===== config.mk =====
export PLATFORM = sky130hd
export DESIGN_NAME = mul_div_unit
export DESIGN_NICKNAME = d
export VERILOG_FILES = /design/src/rtl/mdu_pkg.sv /design/src/rtl/mul_div_unit.sv
export SDC_FILE = /design/constraint.sdc
export NUM_CORES = 1
export LEC_CHECK = 0
export CAP_MARGIN = 25
export CORE_ASPECT_RATIO = 1.2
export CORE_MARGIN = 8
export CORE_UTILIZATION = 45
export DETAILED_ROUTE_END_ITERATION = 16
export GPL_TIMING_DRIVEN = 0
export PLACE_DENSITY = 0.66
export SYNTH_ARGS = -nofsm -noshare
export SYNTH_HDL_FRONTEND = slang
export SYNTH_SLANG_ARGS = --single-unit
export TNS_END_PERCENT = 30

===== constraint.sdc =====
create_clock -name clk -period 4 [get_ports clk]
set_input_delay 0.8 -clock clk [delete_from_list [all_inputs] [get_ports clk]]
set_output_delay 0.8 -clock clk [all_outputs]
set_load 0.01 [all_outputs]

===== src/rtl/mdu_pkg.sv =====
// rtl/mdu_pkg.sv - shared constants, op encodings and FSM states for the mul/div unit
package mdu_pkg;

  localparam int XLEN = 64;
  localparam int ITER = 64;

  localparam logic [1:0] OP_MUL   = 2'd0;
  localparam logic [1:0] OP_MULHU = 2'd1;
  localparam logic [1:0] OP_DIVU  = 2'd2;
  localparam logic [1:0] OP_REMU  = 2'd3;

  typedef enum logic [1:0] {
    IDLE = 2'd0,
    MUL  = 2'd1,
    DIV  = 2'd2,
    DONE = 2'd3
  } state_t;

endpackage


===== src/rtl/mul_div_unit.sv =====
// rtl/mul_div_unit.sv - iterative 64-bit unsigned multiply/divide unit, fixed 65-cycle latency
module mul_div_unit
  import mdu_pkg::*;
(
  input  logic            clk,
  input  logic            reset,
  input  logic            start,
  input  logic [1:0]      op,
  input  logic [XLEN-1:0] rs1_data,
  input  logic [XLEN-1:0] rs2_data,
  input  logic [4:0]      rd_in,
  output logic            busy,
  output logic            done,
  output logic [XLEN-1:0] result,
  output logic [4:0]      rd_out
);

  localparam logic [6:0] ITER_CNT = 7'(ITER);

  state_t          r_state;
  state_t          w_state_nxt;
  logic [1:0]      r_op;
  logic [6:0]      r_cnt;
  logic [4:0]      r_rd;
  // Shared datapath: r_hi is the product high half (MUL) or partial remainder (DIV);
  // r_lo is the multiplier shifting out / product low half, or dividend shifting out / quotient.
  logic [XLEN:0]   r_hi;
  logic [XLEN-1:0] r_lo;
  logic [XLEN-1:0] r_b;
  logic [XLEN-1:0] r_result;
  logic [4:0]      r_rd_out;

  logic            w_iterating;
  logic [XLEN:0]   w_mul_sum;
  logic [XLEN:0]   w_div_shift;
  logic [XLEN+1:0] w_div_diff;
  logic            w_div_fits;
  logic [XLEN-1:0] w_final;

  assign w_iterating = (r_cnt != ITER_CNT);

  // Shift-add step: conditionally add the multiplicand into the high half before shifting right.
  assign w_mul_sum = r_lo[0] ? (r_hi + {1'b0, r_b}) : r_hi;

  // Restoring step: bring in the next dividend bit and trial-subtract the divisor.
  // A zero divisor always "fits", which naturally yields all-ones quotient and remainder = dividend.
  assign w_div_shift = {r_hi[XLEN-1:0], r_lo[XLEN-1]};
  assign w_div_diff  = {1'b0, w_div_shift} - {2'b00, r_b};
  assign w_div_fits  = ~w_div_diff[XLEN+1];

  // Low-half ops (MUL, DIVU) read r_lo; high-half ops (MULHU, REMU) read r_hi.
  assign w_final = r_op[0] ? r_hi[XLEN-1:0] : r_lo;

  // State register.
  always_ff @(posedge clk) begin
    if (reset) r_state <= IDLE;
    else       r_state <= w_state_nxt;
  end

  // Next-state logic and status outputs.
  always_comb begin
    w_state_nxt = r_state;
    busy        = 1'b1;
    done        = 1'b0;
    case (r_state)
      IDLE: begin
        busy = 1'b0;
        if (start) w_state_nxt = op[1] ? DIV : MUL;
      end
      MUL:  if (!w_iterating) w_state_nxt = DONE;
      DIV:  if (!w_iterating) w_state_nxt = DONE;
      DONE: begin
        done        = 1'b1;
        w_state_nxt = IDLE;
      end
      default: w_state_nxt = IDLE;
    endcase
  end

  // Datapath: latch request in IDLE, iterate 64 times, then publish result on the DONE transition.
  always_ff @(posedge clk) begin
    if (reset) begin
      r_op     <= OP_MUL;
      r_cnt    <= '0;
      r_rd     <= '0;
      r_hi     <= '0;
      r_lo     <= '0;
      r_b      <= '0;
      r_result <= '0;
      r_rd_out <= '0;
    end else begin
      case (r_state)
        IDLE: if (start) begin
          r_op  <= op;
          r_cnt <= '0;
          r_rd  <= rd_in;
          r_hi  <= '0;
          r_lo  <= rs1_data;
          r_b   <= rs2_data;
        end
        MUL: begin
          if (w_iterating) begin
            r_hi  <= {1'b0, w_mul_sum[XLEN:1]};
            r_lo  <= {w_mul_sum[0], r_lo[XLEN-1:1]};
            r_cnt <= r_cnt + 7'd1;
          end else begin
            r_result <= w_final;
            r_rd_out <= r_rd;
          end
        end
        DIV: begin
          if (w_iterating) begin
            r_hi  <= w_div_fits ? w_div_diff[XLEN:0] : w_div_shift;
            r_lo  <= {r_lo[XLEN-2:0], w_div_fits};
            r_cnt <= r_cnt + 7'd1;
          end else begin
            r_result <= w_final;
            r_rd_out <= r_rd;
          end
        end
        default: ;
      endcase
    end
  end

  assign result = r_result;
  assign rd_out = r_rd_out;

endmodule


==> results.yml, run 1 <==
run_status:
  status: "complete, no violations"
synthesis:
  netlist_area_um2: 20500
  yosys.area.top_type_share: 0.270
  synth-seq-cells: 277
  yosysSeqAreaShare: 0.270
  yosys.cell_types.count: 83
  synth_common_cells: "nand2_1 (366), a21oi_1 (341), nor2_1 (290)"
  yosysWarningCount: 0
  yosys.area.top_type: "dfxtp_1"
  synth_top_flop_cell: "dfxtp_1"
  syn_avg_cell_area_um2: 7.42
  synth_edf_count: 0
  synth.most_common_cell: "nand2_1"
  synth_nets: 3044
  netlist_instances: 2768
  synthTopCellsByArea: "dfxtp_1 (27%), a21oi_1 (8.3%), ha_1 (8.3%)"
  async_flop_share: 0
routing:
  route.detailed.drc: 0
  wl_per_cell_um: 25.3
  vias: 23100
  drtAntennaViolNets: 0
  wl_mm: 92.4
  viasPerCell: 6.32
  drtIter0Drc: 2541
  firstDrtPassIters: 8
grt:
  grt_pass1_wl_mm: 136
  grt_max_degree: 15
  grt_pass1_vias: 22000
  overflow: 0
  track_usage: 0.336
  antenna_found_initial: 1
layout:
  area_growth_pct: 21.0
  multi_input_area_um2: 14000
  drive_gt1_frac: 0.0513
  nets: 3292
  post-route-util: 0.552
  nFillCells: 4433
  ff_latch_area_um2: 5550
  instances_no_fill: 3652
floorplanning:
  die_w_um: 211
  dieArea_um2: 52800
  io_pins: 209
  core-area_um2: 45000
  fp-row-count: 85
  start_util: 0.457
  die_h_um: 250
pwr:
  p_leak_uw: 0.00966
  swShare: 0.441
  powerDensity_nw_per_um2: 481
  p_switching_uw: 5270
  power_frac_clock: 0.284
  ir_drop_mv: 0.332
  p_seq_frac: 0.292
  power.internal_uw: 6680
  power_frac_comb: 0.424
critical_path:
  worstSetupPathType: "reg -> reg"
  required_ns: 4.43
  critPathSlowestCell: "o21ai_0"
  path_common_cell: "o21ai_0"
  crit_path_start_kind: "flop"
  cp-end-kind: "flop"
  cp_cell_sequence: "ha_1 -> clkbuf_1 -> a31oi_1 -> o21ai_0 -> a31o_2 -> a21oi_1 -> o21ai_0 -> o2111ai_1 -> and3_1 -> o21ai_1 -> a311oi_1"
  max_stage_delay_ns: 0.74
  path_max_fanout: 9
  crit_arrival_ns: 4.42
clock_network:
  cts_root_buf: "clkbuf_16"
  insertion_delay_ns: 0.58
  path_clk_slew_ns: 0.07
  ctsHoldBuffers: 0
  cts_htree_levels: 2
  clock_sinks: 277
  cts_tree: "built"
  cts_buffer_depth: 3
  cts_made_buffers: 34
job:
  cap_violations: 0
timing:
  final-max-slew-violation-count: 0
  skew_ns: 0.0183
  setup_viol_count_final: 0
  fin_crit_ns: 4.00
  fin_tns_setup_ns: 0
  hold_viol: 0
  rsz0062_at_grt: "false"
  fmax_mhz: 250
  relSlewSlack: 0.192
  post-route-period-util: 0.999
  worst_pin_slew_ns: 1.21
placement:
  dp_cells: 3586
  dp_hpwl_mm: 73.8
  port_buffers: 208
  gp_congestion: 0.999
hold_path:
  min_path_type: "reg -> reg"
-- worst max-delay path, delay by kind of cell (launching register included) --
family	cells	cell delay [ns]
AO/OA/AOI/OAI	8	2.41
adder cells (fa/ha/maj)	1	0.22
buffers and inverters	1	0.31
flip-flops	1	0.64
AND/OR/NAND/NOR	1	0.27
-- power by group through the flow --
| stage | clock network, uW | logic [uW] | registers, uW |
|---|---|---|---|
| after global placement | 0 | 4790 | 3510 |
| after floorplan | 0 | 3290 | 3360 |
| after global routing | 3540 | 5470 | 3510 |
| after CTS | 3430 | 4910 | 3470 |
| final | 3400 | 5070 | 3490 |
| after detailed placement | 0 | 4860 | 3530 |
-- metal layers --
layer	GRT usage	up-vias	routed length [um]
met5	0	-	0
met1	0.409	10900	36300
li1	-	10600	-
met4	0.204	0	6290
met2	0.543	1250	41700
met3	0.0624	309	8140
-- repair_timing --
action | in CTS | in global routing
pin swaps | 2 | 2
cloned | 0 | 0
setup buffers | 1 | 2
gates resized for setup | 24 | 29
setup endpoints to repair | 52 | 90
hold endpoints to repair | 0 | 0
-- area by class of cell --
type                    count  area share
clock inverters            16     0.00972
plain buffers             189      0.0302
repair buffers            212      0.0853
flip-flops and latches    277       0.223
inverters                 107      0.0162
multi-input cells        2195       0.566
diodes                      1    0.000101
well taps                 609      0.0307
clock buffers              46      0.0389
-- cells in the final DEF (no fill, tap or decap), types with 81 or more instances in the layout --
cell type        synthesis  layout
inv_1                  105     105
mux2i_1                 95      95
ha_1                   136     136
clkbuf_1               166     166
o21ai_0                112     108
dfxtp_1                277     276
a211oi_1                87      86
nor2_1                 290     285
a21oi_1                341     335
nand3_1                 93      93
nand2_1                366     366
a21o_1                  82      81
clkdlybuf4s50_1          0     208
-- path summary, 6_finish.rpt --
path	from	to	slack [ns]	cells past startpoint
setup / recovery	r_hi[33]	r_hi[54]	0.005	11
setup reg to reg	r_hi[33]	r_hi[54]	0.005	11
hold reg to reg	r_rd[2]	r_rd[2]	0.47	2
hold / removal	r_rd[2]	r_rd[2]	0.47	2
-- cell families after synthesis --
group	synth area share
compound gates	0.300
xor+xnor	0.0426
fa+ha+maj	0.0848
buf+inv	0.0554
flops	0.270
mux	0.0529
simple gates	0.195
-- per-stage QoR --
step                      hold slack [ns]  area, um2  power, uW  setup WS (ns)
after CTS                           0.469      24700      11800        0.00806
final                               0.468      24800      12000        0.00467
after floorplan                     0.436      20500       6650          0.998
after global routing                0.494      24800      12500        0.00622
after global placement              0.444      23400       8300         -0.676
after detailed placement            0.451      23400       8390         -0.644
-- state kept, by name, indices dropped and copies added, names as in the netlist --
name / cells
r_rd: 5
r_hi: 65
r_op: 1
rd_out: 5
result: 64
r_lo: 64
r_cnt: 7
r_state: 2
r_b: 64
No activity file was read; power rests on OpenSTA's default activity.
==> run 2: changes to the inputs <==
==> constraint.sdc (replaced) <==
create_clock -name clk -period 4 [get_ports clk]
set_input_delay 1 -clock clk [delete_from_list [all_inputs] [get_ports clk]]
set_output_delay 1 -clock clk [all_outputs]
set_load 0.01 [all_outputs]
==> results of run 2 <==
Same layout as run 1: the final DEF is identical, and so are final timing and power.
